===== src/rtl/ysyx_rf_scoreboard.sv =====
// ysyx_rf_scoreboard: per-register pending-write scoreboard with issue gating and flush drain.
// Ports:
//   clk, rst                         clock, asynchronous active-high reset
//   iss_valid/iss_wen/iss_rd         instruction offered for issue and its destination
//   iss_rs1/iss_rs2, iss_use_rs1/2   source operands and whether they are read
//   iss_ready                        issue accepted when high together with iss_valid
//   fwd_valid/fwd_rd                 execute-stage result available for bypass
//   wb_valid/wb_rd                   register file write committed this cycle
//   flush                            squash request, enters DRAIN until all writes retire
//   rf_table                         bit i set while register i has pending writes
//   hazard                           source operand conflict blocking issue
//   draining                         FSM is in DRAIN
// Configuration: define YSYX_SB_FORWARD_EN to let a single pending write be bypassed
// from the execute stage instead of stalling until writeback.
module ysyx_rf_scoreboard #(
    parameter int NR_REG = 16,
    parameter int CNT_W  = 2
) (
    input  logic              clk,
    input  logic              rst,
    input  logic              iss_valid,
    input  logic              iss_wen,
    input  logic [3:0]        iss_rd,
    input  logic [3:0]        iss_rs1,
    input  logic [3:0]        iss_rs2,
    input  logic              iss_use_rs1,
    input  logic              iss_use_rs2,
    output logic              iss_ready,
    input  logic              fwd_valid,
    input  logic [3:0]        fwd_rd,
    input  logic              wb_valid,
    input  logic [3:0]        wb_rd,
    input  logic              flush,
    output logic [NR_REG-1:0] rf_table,
    output logic              hazard,
    output logic              draining
);
    typedef enum logic {RUN, DRAIN} state_t;
    localparam logic [CNT_W-1:0] CMAX = '1;
    state_t            state_q, state_d;
    logic [CNT_W-1:0]  cnt [NR_REG];
    logic [NR_REG-1:0] inc_v, dec_v;
    logic              fwd1, fwd2, fire;
`ifdef YSYX_SB_FORWARD_EN
    // Bypass only covers the youngest write, so it is safe only with exactly one pending.
    assign fwd1 = fwd_valid & (fwd_rd == iss_rs1) & (cnt[iss_rs1] == CNT_W'(1));
    assign fwd2 = fwd_valid & (fwd_rd == iss_rs2) & (cnt[iss_rs2] == CNT_W'(1));
`else
    logic unused_fwd;
    assign unused_fwd = fwd_valid ^ (^fwd_rd);
    assign fwd1 = 1'b0;
    assign fwd2 = 1'b0;
`endif
    always_comb begin
        rf_table = '0;
        for (int i = 0; i < NR_REG; i++) rf_table[i] = cnt[i] != '0;
        // Counter 0 never leaves zero, so rf_table[0] already encodes "x0 never busy".
        hazard    = iss_valid & ((iss_use_rs1 & rf_table[iss_rs1] & ~fwd1) |
                                 (iss_use_rs2 & rf_table[iss_rs2] & ~fwd2));
        iss_ready = ~hazard & ~(iss_wen & (cnt[iss_rd] == CMAX)) & (state_q == RUN) & ~flush;
        fire      = iss_valid & iss_ready;
        inc_v     = '0;
        dec_v     = '0;
        inc_v[iss_rd] = fire & iss_wen & (iss_rd != '0);
        // A writeback to an idle register is spurious and must not wrap the counter.
        dec_v[wb_rd]  = wb_valid & (wb_rd != '0) & rf_table[wb_rd];
        state_d   = flush ? DRAIN : (state_q == DRAIN && rf_table == '0) ? RUN : state_q;
        draining  = state_q == DRAIN;
    end
    always_ff @(posedge clk or posedge rst) begin
        if (rst) begin
            state_q <= RUN;
            for (int i = 0; i < NR_REG; i++) cnt[i] <= '0;
        end else begin
            state_q <= state_d;
            for (int i = 0; i < NR_REG; i++)
                if (inc_v[i] ^ dec_v[i]) cnt[i] <= inc_v[i] ? cnt[i] + CNT_W'(1) : cnt[i] - CNT_W'(1);
        end
    end
endmodule

===== config.mk =====
export PLATFORM = sky130hd
export DESIGN_NAME = ysyx_rf_scoreboard
export DESIGN_NICKNAME = d
export VERILOG_FILES = /design/src/rtl/ysyx_rf_scoreboard.sv
export SDC_FILE = /design/constraint.sdc
export NUM_CORES = 1
export LEC_CHECK = 0
export BUFFER_PORTS_ARGS = -buffer_cell sky130_fd_sc_hd__buf_2
export CAP_MARGIN = 20
export CORE_ASPECT_RATIO = 0.8
export CORE_UTILIZATION = 45
export DETAILED_ROUTE_END_ITERATION = 7
export HOLD_SLACK_MARGIN = 0.15
export PLACE_DENSITY_LB_ADDON = 0.2
export SYNTH_ARGS = -nofsm -noshare
export SYNTH_HDL_FRONTEND = slang
export SYNTH_SLANG_ARGS = --single-unit

===== constraint.sdc =====
create_clock -name clk -period 4.5 [get_ports clk]
set_input_delay 0.225 -clock clk [delete_from_list [all_inputs] [get_ports clk]]
set_output_delay 0.225 -clock clk [all_outputs]
set_load 0.05 [all_outputs]

==> summary by stage <==
Outcome
The run finished with clean final reports.

Drt
Using the TritonRoute via totals, the vias-per-cell ratio works out to 6.137. In this run the remaining antenna-violating nets after routing total 0. The detailed router placed 2559 vias in this run. The count of TritonRoute iterations in the first routing pass is 5.

Wires add up to 7.565 mm. After detailed routing, the average wire length per cell comes to 18.14 um. The post-route DRC violation count is 0. The violation count after the first detailed-routing iteration is 181.

Yosys
The number of warnings issued by yosys is 0. The synthesized design contains 0 enable-type register cells. Sequential cells were found to cover 31.55% of the synthesized design area. The fraction of registers with async set/reset is 100.0%. For this run, the leading register cell type out of synthesis is dfrtp_1. The post-synthesis instance area is 0.002618 mm^2. The synthesized net count is 327.

The synthesized design contains 33 register bits. The synthesized area divided by synthesized cell count is 8.813 um^2. Synthesis produced a netlist whose cell count is 297. The synthesized netlist contains 46 unique library cells.

Global routing
The total routing resource utilization after global routing is 26.61%. In the global route stage, met2 resource usage came out at 38.19%. The first global-routing pass estimated 12.20 mm of wire.

The number of antenna violations at the first check in global routing came to 0. The largest net degree at the start of global routing is 34. The met1 demand-to-capacity share in global routing is 39.45%. met1 is the most crowded layer. The number of global-route vias before repair was 2388. Summed over all layers, the global routing overflow is 0. The met3 capacity usage during global routing is 6.028%.

Floorplanning
Measured along the y axis, the die boundary spans 70.22 um. The starting density of the core is 47.37%. The number of cell rows is 24. The placeable core area is 0.005525 mm^2. The overall die width is 87.27 um. In this run the count of I/O pins placed on the die edge is 48. The die area is 0.006128 mm^2.

Power and ir drop
The cell-internal power is 0.7164 mW. The reported net switching power is 0.7019 mW. The clock network burns 16.6% of the power. The share of total power consumed by net switching is 49.49%. The power density over the cells is 475.1 mW/mm^2. The worst-case IR drop observed on VDD is 286.2 uV. Of the total power, combinational logic draws 51.5%. The static leakage is 1.406 nW.

The total power is 1.418 mW. The share of total power in sequential cells is 31.9%.

Setup path
Tracing the worst setup path back leads to its startpoint at cnt[8]$_DFFE_PP0P_. The number of buffers and inverters on the critical path is 1. In this run the critical register-to-register path is captured at cnt[28]$_DFFE_PP0P_. The top cell family by delay on the critical path is simple AND/OR/NAND/NOR gates. The data required time at the worst endpoint is 4.28 ns. For flop-to-flop paths, the worst setup slack is 1.39 ns. The signal on the critical path passes through nor2_1 > a21oi_1 > mux4_2 > a22o_1 > nor3b_4 > and2_1 > buf_2. STA classifies the critical path startpoint as a register. The worst register-to-register path begins at cnt[8]$_DFFE_PP0P_. Along the worst path, the maximum fanout reaches 17. The critical path depth in cells is 7.

Data on the critical path arrives at its endpoint at 3.07 ns. The length in cells of the worst reg-to-reg path is 8. The worst stage delay on the critical path is 0.66 ns. STA classifies the critical path endpoint as a primary output. The most critical setup path has its endpoint at iss_ready.

For this design, the slowest cell found on the critical path is nor3b_4. The worst setup path is of the register to primary output kind.

Clocking
TritonCTS built the clock tree. The count of H-tree levels built during CTS is 2. After clock tree synthesis, the clock-pin slew on the worst setup and hold paths is 0.07 ns. The number of sinks driven by the clock tree is 33. The clock tree root buffer cell is clkbuf_8. Clock latency on the worst-skew pair, taken at its later pin, is 0.29 ns. The number of buffers inserted during clock tree synthesis is 5.

The post-CTS repair timing setup buffer count is 0. Counting along the longest clock path gives a buffer depth of 2.

Cells and area
Excluding fillers, the count of instances in the completed layout stands at 417. The synthesis-to-finish area growth is 14.05%. The utilization of the core after routing is 54.03%. The total of fill cells in the finished design is 560. The net count of the finished layout is 369.

The repair_antennas step left the layout with diodes totalling 0. Of the cells placed in the final design, the portion with a size suffix greater than 1 is 20.06%.

STA
Setup repair after global routing left no endpoint under its margin. Derived from the worst setup path, the maximum achievable clock frequency is 0.3038 GHz. The time the final worst path needs with I/O delays and setup is 3.292 ns. Setup violations remaining at the end of the flow were counted as 0. The worst hold margin is 0.2827 ns. The worst path uses 73.15% of the clock period. In the final timing run, aggregate negative setup slack is 0 ns. The slew at the pin closest to its max-slew limit is 1.059 ns. The relative slew slack is 28.84%. The number of max-slew violations in the final report is 0. The final-report hold violation count was 0. The clock arrives with 0.004734 ns of skew.

Place
After legalization and detailed placement, the total HPWL measured 5.605 mm. The port buffer count is 42. The number of cells after detailed placement is 409. The final RePlAce weighted congestion is 0.8467.

Hold path
The path type of the worst min-delay path is primary input to register. Along the worst hold path, the cell count comes to 3.

Run
The max capacitance violation total is 0.
-- sequential cells by signal, indices dropped and copies added (netlist names) --
name      flops
cnt          32
draining      1
-- tightest hold or removal path, cell delays in order --
cell and delay (ns):
buf_2 0.13, nor2_1 0.08, nor2_1 0.10
-- metrics by stage --
step | cell area (um^2) | worst slack, ns
6_report | 2985 | 1.208
3_3_place_gp | 2889 | 1.367
3_5_place_dp | 2889 | 1.344
2_1_floorplan | 2618 | 2.032
4_1_cts | 2985 | 1.215
5_1_grt | 2985 | 1.085
-- Yosys cell counts (all sizes together), types with 6 or more instances --
| cell | instances | area [um^2] |
|---|---|---|
| a21oi | 8 | 40.04 |
| buf | 7 | 43.79 |
| dfrtp | 33 | 825.8 |
| inv | 22 | 82.58 |
| mux4 | 12 | 274.0 |
| nand2 | 26 | 97.59 |
| nand3 | 19 | 100.1 |
| nor2 | 26 | 97.59 |
| nor2b | 11 | 68.82 |
| nor3 | 17 | 85.08 |
| nor3b | 7 | 63.81 |
| nor4 | 7 | 43.79 |
| o2111ai | 14 | 122.6 |
| o21ai | 9 | 45.04 |
| o31ai | 6 | 45.04 |
| xnor2 | 14 | 122.6 |
| xor2 | 13 | 113.9 |
-- layout make-up --
cell class | instances | area [um^2] | area share (%)
Clock buffer | 7 | 86.33 | 2.892
Multi-Input combinational cell | 231 | 1650 | 55.28
Timing Repair Buffer | 46 | 242.7 | 8.131
Sequential cell | 33 | 825.8 | 27.66
Tap cell | 78 | 97.59 | 3.269
Inverter | 22 | 82.58 | 2.766
-- power by group through the flow --
stage               clock network (mW)  logic (mW)  registers, mW
floorplan                            0       0.557          0.433
global placement                     0       0.717          0.453
detailed placement                   0       0.723          0.454
CTS                              0.237       0.728          0.449
global route                     0.247       0.782          0.462
finish                           0.235       0.731          0.452
-- how the worst min path moves through the flow --
stage	start	to	slack [ns]
after global routing	flush	draining$_DFFE_PP0P_	0.31
final	flush	draining$_DFFE_PP0P_	0.28
after CTS	flush	draining$_DFFE_PP0P_	0.29
after floorplan	rst	cnt[0]$_DFFE_PP0P_	0.35
after detailed placement	rst	cnt[0]$_DFFE_PP0P_	0.35
after global placement	rst	cnt[2]$_DFFE_PP0P_	0.35
-- layout by cell type (no fill, tap or decap), types with 3 or more instances in the layout --
cell type,count
nand3_1,18
o31ai_1,6
inv_1,22
nor3_1,17
and2_1,5
o41ai_1,3
xnor2_1,14
clkbuf_8,6
nor3b_1,6
nand4_1,3
dfrtp_1,33
nor2b_1,11
nor2_1,26
o21ai_0,9
mux4_2,11
buf_2,42
buf_4,3
nor4_1,7
nand2_1,26
o2111ai_1,14
a21oi_1,8
xor2_1,13
-- metal layers --
layer,vias to the layer above,wire [um],part of all wire [%]
met1,1250,3574,47
met4,0,125,1.7
li1,1175,-,-
met5,-,0,0
met3,16,626,8.3
met2,118,3239,43
-- cells by family (layout without fill, tap and decap cells) --
logic type | after synthesis | in the layout | synth area share, %
adder cells (fa/ha/maj) | 1 | 1 | 0.4779
multiplexers | 14 | 14 | 11.23
AO/OA/AOI/OAI | 48 | 48 | 13.19
AND/OR/NAND/NOR | 141 | 141 | 29.11
XOR/XNOR | 27 | 27 | 9.035
buffers and inverters | 33 | 75 | 5.401
flip-flops | 33 | 33 | 31.55
-- repair_timing --
action	in CTS	in global routing
hold buffers	1	0
hold endpoints to repair	33	0
resized for setup	0	0
Note: power is estimated with default switching activity, not from simulation.
